## src/rtl/rpn_evaluator_pkg.sv

```systemverilog
// rpn_evaluator_pkg
//   Shared definitions for the RPN evaluator: token codes (same values the
//   infix->RPN converter emits), error-code encodings and a token classifier.
//   No ports; imported by the interface, the stack and the evaluator top.
package rpn_evaluator_pkg;

  localparam int TOK_W = 4;

  localparam logic [TOK_W-1:0] TOK_DIGIT_MAX = 4'h9;
  localparam logic [TOK_W-1:0] TOK_ADD       = 4'hA;
  localparam logic [TOK_W-1:0] TOK_SUB       = 4'hB;
  localparam logic [TOK_W-1:0] TOK_MUL       = 4'hC;
  localparam logic [TOK_W-1:0] TOK_EQ        = 4'hD;

  localparam logic [1:0] ERR_UNDERFLOW = 2'd1;
  localparam logic [1:0] ERR_OVERFLOW  = 2'd2;
  localparam logic [1:0] ERR_ILLEGAL   = 2'd3;

  typedef enum logic [1:0] {
    TK_DIGIT,
    TK_OP,
    TK_EQ,
    TK_BAD
  } tok_class_t;

  function automatic tok_class_t tok_class(input logic [TOK_W-1:0] tok);
    tok_class_t cls;
    if (tok <= TOK_DIGIT_MAX)                    cls = TK_DIGIT;
    else if (tok == TOK_EQ)                      cls = TK_EQ;
    else if (tok inside {TOK_ADD, TOK_SUB, TOK_MUL}) cls = TK_OP;
    else                                         cls = TK_BAD;
    return cls;
  endfunction

endpackage

```

## src/rtl/rpn_evaluator_if.sv

```systemverilog
// rpn_evaluator_if
//   Token stream between the converter's output FIFO (master) and the
//   evaluator (slave). First-word-fall-through: data is valid while ready
//   is high; rd is the one-cycle acknowledge that pops the FIFO.
//   ready  master->slave  FIFO non-empty
//   data   master->slave  RPN token
//   rd     slave->master  token ack
interface rpn_evaluator_if;
  import rpn_evaluator_pkg::*;

  logic             ready;
  logic [TOK_W-1:0] data;
  logic             rd;

  modport master (output ready, output data, input rd);
  modport slave  (input ready, input data, output rd);

endinterface

```

## src/rtl/rpn_evaluator_stack.sv

```systemverilog
// rpn_evaluator_stack
//   Value stack for the evaluator: DEPTH x WIDTH register array plus stack
//   pointer. The array itself is not reset; only sp is.
//   i_clk, i_rst        clock, async active-high reset of sp
//   i_push/i_push_data  write at sp, sp+1 (ignored when full)
//   i_pop_replace/data  write at sp-2, sp-1 (binary op: two pops + one push)
//   i_clear             sp <= 0
//   o_top/o_next        stk[sp-1] / stk[sp-2]
//   o_bottom            stk[0]
//   o_sp, o_full, o_empty  pointer and flags
module rpn_evaluator_stack
  import rpn_evaluator_pkg::*;
#(
  parameter int WIDTH      = 16,
  parameter int DEPTH      = 16,
  parameter int DEPTH_LOG2 = 4
) (
  input  logic                  i_clk,
  input  logic                  i_rst,
  input  logic                  i_push,
  input  logic [WIDTH-1:0]      i_push_data,
  input  logic                  i_pop_replace,
  input  logic [WIDTH-1:0]      i_replace_data,
  input  logic                  i_clear,
  output logic [WIDTH-1:0]      o_top,
  output logic [WIDTH-1:0]      o_next,
  output logic [WIDTH-1:0]      o_bottom,
  output logic [DEPTH_LOG2:0]   o_sp,
  output logic                  o_full,
  output logic                  o_empty
);

  // sp is one bit wider than the index so that sp==DEPTH (full) is representable
  logic [DEPTH_LOG2:0]   r_sp;
  logic [WIDTH-1:0]      r_mem [DEPTH];
  logic [DEPTH_LOG2-1:0] w_idx_push;
  logic [DEPTH_LOG2-1:0] w_idx_top;
  logic [DEPTH_LOG2-1:0] w_idx_next;
  logic                  w_full;
  logic                  w_can_pop2;
  logic                  w_do_push;
  logic                  w_do_replace;

  assign w_idx_push   = r_sp[DEPTH_LOG2-1:0];
  assign w_idx_top    = w_idx_push - DEPTH_LOG2'(1);
  assign w_idx_next   = w_idx_push - DEPTH_LOG2'(2);
  assign w_full       = (r_sp == (DEPTH_LOG2+1)'(DEPTH));
  assign w_can_pop2   = (r_sp >= (DEPTH_LOG2+1)'(2));
  assign w_do_push    = i_push && !w_full;
  assign w_do_replace = i_pop_replace && w_can_pop2;

  always_ff @(posedge i_clk or posedge i_rst) begin
    if (i_rst) begin
      r_sp <= '0;
    end else if (i_clear) begin
      r_sp <= '0;
    end else if (w_do_push) begin
      r_sp <= r_sp + 1'b1;
    end else if (w_do_replace) begin
      r_sp <= r_sp - 1'b1;
    end
  end

  always_ff @(posedge i_clk) begin
    if (w_do_push) begin
      r_mem[w_idx_push] <= i_push_data;
    end else if (w_do_replace) begin
      r_mem[w_idx_next] <= i_replace_data;
    end
  end

  assign o_top    = r_mem[w_idx_top];
  assign o_next   = r_mem[w_idx_next];
  assign o_bottom = r_mem[0];
  assign o_sp     = r_sp;
  assign o_full   = w_full;
  assign o_empty  = (r_sp == '0);

endmodule

```

## src/rtl/rpn_evaluator.sv

```systemverilog
// rpn_evaluator
//   Pops RPN tokens from the converter's FIFO, evaluates them on a value
//   stack and emits one result per '=' token. Arithmetic is modulo 2^WIDTH.
//   i_clk, i_rst     clock, async active-high reset
//   tok_if (slave)   token stream: ready/data in, rd (registered ack) out
//   o_result         last evaluated value, held
//   o_result_vld     1-cycle pulse when o_result updates
//   o_err            1-cycle pulse on an evaluation error
//   o_err_code       1 underflow, 2 overflow, 3 illegal token; held
//   o_busy           high whenever the FSM is not idle
//
//   state    | meaning
//   S_IDLE   | wait for a token, ack it and latch it
//   S_DECODE | classify token, check stack depth, or discard while draining
//   S_PUSH   | push zero-extended digit
//   S_POPB   | read right operand (top)
//   S_POPA   | read left operand (top-1)
//   S_CALC   | write a op b over the left operand, sp-1
//   S_EQ     | publish stk[0], empty the stack
//   S_ERR    | report error, empty the stack, start draining
module rpn_evaluator
  import rpn_evaluator_pkg::*;
#(
  parameter int WIDTH      = 16,
  parameter int DEPTH      = 16,
  parameter int DEPTH_LOG2 = 4
) (
  input  logic             i_clk,
  input  logic             i_rst,
  rpn_evaluator_if.slave   tok_if,
  output logic [WIDTH-1:0] o_result,
  output logic             o_result_vld,
  output logic             o_err,
  output logic [1:0]       o_err_code,
  output logic             o_busy
);

  typedef enum logic [2:0] {
    S_IDLE,
    S_DECODE,
    S_PUSH,
    S_POPB,
    S_POPA,
    S_CALC,
    S_EQ,
    S_ERR
  } state_t;

  state_t             r_state;
  state_t             w_state_nxt;
  logic               r_in_rd;
  logic [TOK_W-1:0]   r_tok;
  logic               r_drain;
  logic [WIDTH-1:0]   r_a;
  logic [WIDTH-1:0]   r_b;
  logic [WIDTH-1:0]   r_result;
  logic               r_result_vld;
  logic               r_err;
  logic [1:0]         r_err_code;

  logic               w_fetch;
  logic               w_push;
  logic               w_pop_replace;
  logic               w_clear;
  logic               w_lat_a;
  logic               w_lat_b;
  logic               w_res_set;
  logic               w_err_set;
  logic               w_drain_set;
  logic               w_drain_clr;
  logic [1:0]         w_err_code_nxt;

  logic [WIDTH-1:0]   w_top;
  logic [WIDTH-1:0]   w_next;
  logic [WIDTH-1:0]   w_bottom;
  logic [WIDTH-1:0]   w_push_data;
  logic [WIDTH-1:0]   w_prod;
  logic [WIDTH-1:0]   w_alu;
  logic [DEPTH_LOG2:0] w_sp;
  logic               w_full;
  logic               w_empty;
  tok_class_t         w_cls;

  assign w_cls       = tok_class(r_tok);
  assign w_push_data = {{(WIDTH-TOK_W){1'b0}}, r_tok};

  rpn_evaluator_stack #(
    .WIDTH      (WIDTH),
    .DEPTH      (DEPTH),
    .DEPTH_LOG2 (DEPTH_LOG2)
  ) u_stack (
    .i_clk          (i_clk),
    .i_rst          (i_rst),
    .i_push         (w_push),
    .i_push_data    (w_push_data),
    .i_pop_replace  (w_pop_replace),
    .i_replace_data (w_alu),
    .i_clear        (w_clear),
    .o_top          (w_top),
    .o_next         (w_next),
    .o_bottom       (w_bottom),
    .o_sp           (w_sp),
    .o_full         (w_full),
    .o_empty        (w_empty)
  );

  // Product is evaluated at WIDTH bits, so the upper half is simply dropped
  assign w_prod = r_a * r_b;

  always_comb begin
    w_alu = r_a + r_b;
    case (r_tok)
      TOK_SUB: w_alu = r_a - r_b;
      TOK_MUL: w_alu = w_prod;
      default: w_alu = r_a + r_b;
    endcase
  end

  always_ff @(posedge i_clk or posedge i_rst) begin
    if (i_rst) r_state <= S_IDLE;
    else       r_state <= w_state_nxt;
  end

  always_comb begin
    w_state_nxt    = r_state;
    w_fetch        = 1'b0;
    w_push         = 1'b0;
    w_pop_replace  = 1'b0;
    w_clear        = 1'b0;
    w_lat_a        = 1'b0;
    w_lat_b        = 1'b0;
    w_res_set      = 1'b0;
    w_err_set      = 1'b0;
    w_drain_set    = 1'b0;
    w_drain_clr    = 1'b0;
    w_err_code_nxt = ERR_UNDERFLOW;
    case (r_state)
      S_IDLE: begin
        if (tok_if.ready && !r_in_rd) begin
          w_fetch     = 1'b1;
          w_state_nxt = S_DECODE;
        end
      end
      S_DECODE: begin
        if (r_drain) begin
          // After an error everything up to and including '=' is swallowed
          w_drain_clr = (r_tok == TOK_EQ);
          w_state_nxt = S_IDLE;
        end else begin
          case (w_cls)
            TK_DIGIT: w_state_nxt = w_full ? S_ERR : S_PUSH;
            TK_OP:    w_state_nxt = (w_empty || w_sp == (DEPTH_LOG2+1)'(1)) ? S_ERR : S_POPB;
            TK_EQ:    w_state_nxt = (w_sp == (DEPTH_LOG2+1)'(1)) ? S_EQ : S_ERR;
            default:  w_state_nxt = S_ERR;
          endcase
        end
      end
      S_PUSH: begin
        w_push      = 1'b1;
        w_state_nxt = S_IDLE;
      end
      S_POPB: begin
        w_lat_b     = 1'b1;
        w_state_nxt = S_POPA;
      end
      S_POPA: begin
        w_lat_a     = 1'b1;
        w_state_nxt = S_CALC;
      end
      S_CALC: begin
        w_pop_replace = 1'b1;
        w_state_nxt   = S_IDLE;
      end
      S_EQ: begin
        w_res_set   = 1'b1;
        w_clear     = 1'b1;
        w_state_nxt = S_IDLE;
      end
      S_ERR: begin
        // The error cause is recoverable from the token class alone
        w_err_set   = 1'b1;
        w_clear     = 1'b1;
        w_drain_set = 1'b1;
        case (w_cls)
          TK_DIGIT: w_err_code_nxt = ERR_OVERFLOW;
          TK_BAD:   w_err_code_nxt = ERR_ILLEGAL;
          default:  w_err_code_nxt = ERR_UNDERFLOW;
        endcase
        w_state_nxt = S_IDLE;
      end
      default: w_state_nxt = S_IDLE;
    endcase
  end

  always_ff @(posedge i_clk or posedge i_rst) begin
    if (i_rst) begin
      r_in_rd      <= 1'b0;
      r_tok        <= '0;
      r_drain      <= 1'b0;
      r_a          <= '0;
      r_b          <= '0;
      r_result     <= '0;
      r_result_vld <= 1'b0;
      r_err        <= 1'b0;
      r_err_code   <= '0;
    end else begin
      r_in_rd      <= w_fetch;
      r_result_vld <= w_res_set;
      r_err        <= w_err_set;
      if (w_fetch)     r_tok      <= tok_if.data;
      if (w_lat_b)     r_b        <= w_top;
      if (w_lat_a)     r_a        <= w_next;
      if (w_res_set)   r_result   <= w_bottom;
      if (w_err_set)   r_err_code <= w_err_code_nxt;
      if (w_drain_set)      r_drain <= 1'b1;
      else if (w_drain_clr) r_drain <= 1'b0;
    end
  end

  assign tok_if.rd    = r_in_rd;
  assign o_result     = r_result;
  assign o_result_vld = r_result_vld;
  assign o_err        = r_err;
  assign o_err_code   = r_err_code;
  assign o_busy       = (r_state != S_IDLE);

endmodule

```

## src/flat_wrapper.sv

```systemverilog
// flat-port wrapper written by rule: the top's interface ports become plain ports
module rpn_evaluator_flat import rpn_evaluator_pkg::*;
#(
  parameter int WIDTH      = 16,
  parameter int DEPTH      = 16,
  parameter int DEPTH_LOG2 = 4
)
  (i_clk, i_rst, o_result, o_result_vld, o_err, o_err_code, o_busy, tok_if_ready, tok_if_data, tok_if_rd);
  rpn_evaluator_if tok_if_i ();
  input  logic i_clk;
  input  logic i_rst;
  output logic [WIDTH-1:0] o_result;
  output logic o_result_vld;
  output logic o_err;
  output logic [1:0] o_err_code;
  output logic o_busy;
  input wire logic [$bits(tok_if_i.ready)-1:0] tok_if_ready;
  input wire logic [$bits(tok_if_i.data)-1:0] tok_if_data;
  output wire logic [$bits(tok_if_i.rd)-1:0] tok_if_rd;
  assign tok_if_i.ready = tok_if_ready;
  assign tok_if_i.data = tok_if_data;
  assign tok_if_rd = tok_if_i.rd;
  rpn_evaluator #(.WIDTH(WIDTH), .DEPTH(DEPTH), .DEPTH_LOG2(DEPTH_LOG2)) u_core (.i_clk(i_clk), .i_rst(i_rst), .tok_if(tok_if_i), .o_result(o_result), .o_result_vld(o_result_vld), .o_err(o_err), .o_err_code(o_err_code), .o_busy(o_busy));
endmodule
```

## config.mk

```make
export PLATFORM = sky130hd
export DESIGN_NAME = rpn_evaluator_flat
export DESIGN_NICKNAME = d
export VERILOG_FILES = /design/src/rtl/rpn_evaluator_pkg.sv /design/src/rtl/rpn_evaluator_if.sv /design/src/rtl/rpn_evaluator_stack.sv /design/src/rtl/rpn_evaluator.sv /design/src/flat_wrapper.sv
export SDC_FILE = /design/constraint.sdc
export NUM_CORES = 1
export LEC_CHECK = 0
export CORE_MARGIN = 5
export CORE_UTILIZATION = 60
export DETAILED_ROUTE_END_ITERATION = 8
export PLACE_DENSITY = 0.87
export SLEW_MARGIN = 20
export SYNTH_ARGS = -nofsm -noshare
export SYNTH_HDL_FRONTEND = slang
export SYNTH_SLANG_ARGS = --single-unit
```

## constraint.sdc

```tcl
create_clock -name i_clk -period 8.2 [get_ports i_clk]
set_clock_uncertainty 0.2 [all_clocks]
set_input_delay 1.64 -clock i_clk [delete_from_list [all_inputs] [get_ports i_clk]]
set_output_delay 1.64 -clock i_clk [all_outputs]
set_load 0.02 [all_outputs]
```

After elaboration in Yosys (flattened, before gate mapping)
Memories as Yosys holds them, arrays and structs flattened. A register that Yosys moved wholly into a read port is not among the register bits.
Cells that the tools add are included.
{ "word_totals": {"regBits": 18, "latch_bits": 0, "ram_bits": 256, "romBits": 0, "in_bits": 7, "out_inout_bits": 22, "elab_cells": 88, "mem_count": 1} }
{ "classes": {"add_sub_neg": 6, "multipliers": 1, "n_div": 0, "order_cmp": 2, "n_eq_ne": 17, "n_shift": 0, "mux": 37, "n_bitwise": 0, "n_reduce_logical": 16} }
{ "mem_list": {"columns": ["name", "depth", "word_bits", "rd", "rd_clocked_by_memory_dff", "write_ports", "line_no", "rtl"], "rows": [
  ["u_core.u_stack.r_mem", 16, 16, 3, 3, 1, "rpn_evaluator_stack.sv:35", "logic [WIDTH-1:0] r_mem [DEPTH];"]
]} }
{ "op_table": {"columns": ["cell", "count"], "rows": [
  ["$pmux 16 s2", 1],
  ["$mux 1", 20],
  ["$add 16x16->16", 1],
  ["$eq 4x4->1 const B", 4],
  ["$mul 16x16->16", 1],
  ["$mux 16", 1],
  ["$reduce_or 16->1", 1],
  ["$sub 16x16->16", 1],
  ["$mux 5", 3],
  ["$pmux 3 s5", 1],
  ["$eq 3x3->1 const B", 4],
  ["$mux 3", 4],
  ["$pmux 3 s3", 1],
  ["$reduce_bool 3->1", 3],
  ["$mux 2", 4],
  ["$eq 3x2->1 const B", 2],
  ["$add 5x1->5 const B", 1],
  ["$eq 5x1->1 const B", 1],
  ["$eq 5x5->1 const B", 1],
  ["$ge 5x2->1 const B", 1],
  ["$logic_not 5->1", 1],
  ["$sub 5x1->5 const B", 1],
  ["$eq 2x2->1 const B", 2],
  ["$le 4x4->1 const B", 1],
  ["15 further kinds", 18]
]} }

Logic depth before layout (Yosys ltp)
{ "logic_depth": {"ltp_word": 9, "ltp_mapped": 21, "depth_no_buf": 20} }

Cells and area by module
A second synthesis with hierarchy kept.
{ "hier_totals": {"hier_cells": 1506, "hier_area_um2": 20210.6} }
{ "modules_own_cells": {"columns": ["module", "n_inst", "cells_each", "area_each_um2", "seq_area_each_um2"], "rows": [
  ["rpn_evaluator_stack", 1, 644, 12589.6, 7812.5],
  ["rpn_evaluator", 1, 862, 7621.1, 1526.5]
]} }

Least setup slack after synthesis
OpenSTA, ideal clock, no wires.
{ "synth_path": {"path_type": "flip-flop to flip-flop", "startpoint": "register u_core.r_b[2] (read register of u_core.u_stack.r_mem)", "endpoint": "memory u_core.u_stack.r_mem[0][12], data pin", "setup_ps": 340, "arrival_ps": 5417, "required_ps": 7660, "path_slack_ps": 2242, "stages_incl_launch_ff": 19, "n_path_buf": 2, "period_less_slack_ps": 5958, "cell_sequence": "dfrtp_1 buf_2 clkbuf_1 nand2_1 fa_1 fa_1 fa_1 fa_1 inv_1 fa_1 inv_1 fa_1 inv_1 ha_1 a21oi_1 nand2_1 xor2_1 nor2_1 a211oi_1"} }
{ "synth_via": {"elab_chain_len": 3, "word_cells_on_any_way": 5, "classes_between": "add/sub: 2; mul: 1; mux: 2"} }
{ "synth_rtl": {"columns": ["element", "line_no", "rtl"], "rows": [
  ["from (decl)", "rpn_evaluator.sv:55", "logic [WIDTH-1:0] r_b;"],
  ["$mul 16x16->16 (tied with other cells)", "rpn_evaluator.sv:108", "assign w_prod = r_a * r_b;"],
  ["$pmux 16 s2 *", "rpn_evaluator.sv:112", "case (r_tok)"],
  ["$mux 16 (no line) *", null, null],
  ["to (decl)", "rpn_evaluator_stack.sv:35", null]
]} }
Mark *: on every way between the ends. The rest lies on a longest branch, timed or not.

Worst setup path after layout
{ "layout_path": {"startpoint": "register u_core.r_b[2] (read register of u_core.u_stack.r_mem)", "endpoint": "memory u_core.u_stack.r_mem[11][15], data pin"} }
Same word-level chain as after synthesis.

==> flow_metrics.py <==
metrics = {
    "outcome": {
        "status": "finished clean",
    },
    "route": {
        "first_pass_iters": 6,
        "drtIter0Drc": 1645,
        "route.detailed.drc": 0,
        "wl_per_cell_um": 28.1,
        "vias": 12900,
        "ant_nets": 0,
        "wl_um": 53300,
        "vias_per_cell": 6.81,
    },
    "worst_hold_path": {
        "min_to": "u_core.o_result[4]",
        "whs_path_depth": 2,
        "worstHoldStart": "u_core.o_result[4]",
        "hold_path.class": "reg2reg",
    },
    "sta": {
        "setup_viol": 0,
        "worst_slack_ns": 1.68,
        "min_period_ns": 6.52,
        "slew_headroom_pct": 28.6,
        "finalHoldViolCount": 0,
        "rsz0062_at_grt": "false",
        "report.final.slew_viol_count": 0,
        "period_share_pct": 79.6,
        "tns_ns": 0,
        "fmax_mhz": 153,
        "max_slew.worst_pin.slew_ns": 1.07,
    },
    "yosys": {
        "synth_area_leaders": "edfxtp_1 (39%), mux4_2 (18%), dfrtp_1 (8.4%)",
        "ys_types": 58,
        "ys.flop_type": "edfxtp_1",
        "yosysSeqAreaShare_pct": 47.3,
        "yosys.area.top_type_share_pct": 39.0,
        "yosysTopAreaCell": "edfxtp_1",
        "syn_nets": 1581,
        "syn_area_sq_um": 19700,
        "synth_cells": 1416,
        "async_reset_ff_share_pct": 20.5,
        "syn_area_per_cell_sq_um": 13.9,
        "synth_edf_count": 256,
        "ys_warn_count": 0,
        "synth-seq-cells": 322,
    },
    "clock_network": {
        "ctsHoldBuffers": 0,
        "htree_num_levels": 1,
        "clock_sinks": 322,
        "post_cts_buffers": 0,
        "numCtsBuffers": 30,
        "cts_tree": "done",
        "cts_max_path_buffers": 3,
        "cts_root_buf": "clkbuf_16",
        "clk_latency_ns": 0.58,
        "clk_pin_slew_ns": 0.07,
        "cts_resized": 0,
    },
    "cells_and_area": {
        "diodes": 0,
        "final_net_count": 1597,
        "final_cell_mix": "edfxtp_1 (256), nand2_1 (166), mux4_2 (160), inv_1 (126), fa_1 (81)",
        "areaGrowthSynthToFinish_pct": 9.67,
        "final_util_pct": 66.5,
        "final_common_cell": "edfxtp_1",
        "drive_gt1_share_pct": 21.3,
        "fin_cells": 1898,
    },
    "grt": {
        "grt_max_degree": 67,
        "grt_usage_pct": 30.1,
        "overflow": 0,
        "grt_pass1_wl_um": 82500,
        "grt_pass1_vias": 13500,
        "antenna_found_initial": 2,
    },
    "setup_path": {
        "worst-path-buf-inv": 4,
        "r2r_slack_ns": 1.68,
        "crit_top_cell": "fa_1",
        "worstSetupPathType": "reg2reg",
        "cp_data_required_time_ns": 8.26,
        "end_kind": "flip-flop",
        "r2r_start": "u_core.r_b[2]",
        "critPathMaxFanout": 20,
        "startpoint_type": "flip-flop",
        "r2r_cells": 17,
        "r2r_end": "u_core.u_stack.r_mem[11][15]",
        "critPathMaxStageDelay_ns": 0.65,
        "cp_slowest_cell": "dfrtp_1",
        "cp_top_family": "adder cells",
        "worstPathCellList": "and2_1 > fa_1 > inv_1 > fa_1 > inv_1 > fa_1 > fa_1 > inv_1 > fa_1 > fa_1 > inv_1 > ha_1 > or3_1 > o31ai_1 > xnor2_1 > nand2_1 > a21oi_2",
        "worstPathArrival_ns": 6.59,
    },
    "placement": {
        "dp.cells": 1842,
        "gp_congestion": 0.909,
        "dpl_worst_slack_ns": 1.51,
        "numPortBuffers": 28,
        "dp_hpwl_um": 33800,
    },
    "floorplan": {
        "rows": 66,
        "dieArea_sq_um": 36600,
        "initial_core_util_pct": 60.6,
        "io_pins": 29,
        "core_area_sq_um": 32500,
        "die_h_um": 191,
        "die_w_um": 191,
    },
    "flow_run": {
        "maxCapViolCount": 0,
    },
}
-- cells in the mapped netlist (all sizes together), types with 5 or more instances --
cell,number
buf,32
and2,68
xnor2,47
dfrtp,66
a211oi,6
nand2b,12
edfxtp,256
inv,127
ha,77
nor2,51
a21o,6
mux2,31
mux4,160
o21ai,26
nor3,11
o21a,7
nand2,166
clkbuf,47
or3,7
a21oi,44
a31oi,10
nand3,11
xor2,16
fa,81
or2,5
-- worst max path at each step --
stage	start	to	slack, ns	depth (start not counted)
3_5_place_dp	u_core.r_b[2]	u_core.u_stack.r_mem[6][15]	1.51	17
6_report	u_core.r_b[2]	u_core.u_stack.r_mem[11][15]	1.68	17
3_3_place_gp	u_core.r_b[2]	u_core.u_stack.r_mem[7][15]	1.74	17
4_1_cts	u_core.r_b[2]	u_core.u_stack.r_mem[0][15]	1.41	17
5_1_grt	u_core.r_b[2]	u_core.u_stack.r_mem[0][15]	1.44	17
2_1_floorplan	u_core.r_b[2]	u_core.u_stack.r_mem[0][12]	2.24	18
-- logic make-up after synthesis --
logic type,count (synthesis),share of synthesized area [%]
muxes,191,20.0
adders and majority gates,158,13.1
AOI/OAI and AO/OA,125,4.07
and+or+nand+nor,349,8.26
buffers and inverters,207,4.23
DFF,322,47.3
xor gates and xnor gates,64,2.95
-- state kept, by name, summed over array words and instances, names as in the netlist, 2 cells and up --
signal and flops:
u_core.o_err_code 2, u_core.o_result 16, u_core.r_a 16, u_core.r_b 16, u_core.r_state 3, u_core.r_tok 4
u_core.u_stack.o_sp 5, u_core.u_stack.r_mem 256
-- final cells by class --
cell class | instances | area (sq um)
multi-input cells | 887 | 9650
fillers | 2151 | 10900
well taps | 442 | 553
repair buffers | 63 | 543
flip-flops and latches | 322 | 9340
inverters | 128 | 480
clock buffers | 40 | 830
clock inverters | 16 | 230
-- per-layer routing --
metal	vias to the layer above	share of wire [%]	GRT usage [%]
li1	5191	-	-
met1	6494	33	37.7
met2	989	50	50.9
met3	241	11	6.74
met4	4	5.1	12.8
met5	-	0.053	0
-- per-stage QoR --
step,cell area [sq um],hold WS [ns]
after floorplan,19700,0.253
after global placement,20500,0.263
after detailed placement,20500,0.271
after CTS,21600,0.285
after global routing,21600,0.307
final,21600,0.281
-- worst reg2reg max path, stage by stage, from the launching register on --
cell and delay (ns):
dfrtp_1 0.65, and2_1 0.32, fa_1 0.51, inv_1 0.06
fa_1 0.53, inv_1 0.05, fa_1 0.50, fa_1 0.56
inv_1 0.05, fa_1 0.46, fa_1 0.50, inv_1 0.04
ha_1 0.19, or3_1 0.35, o31ai_1 0.39, xnor2_1 0.17
nand2_1 0.08, a21oi_2 0.60
Power is left out: the tool's default activity adds up to more than one toggle a clock period on the data nets, which glitch-free logic cannot reach.
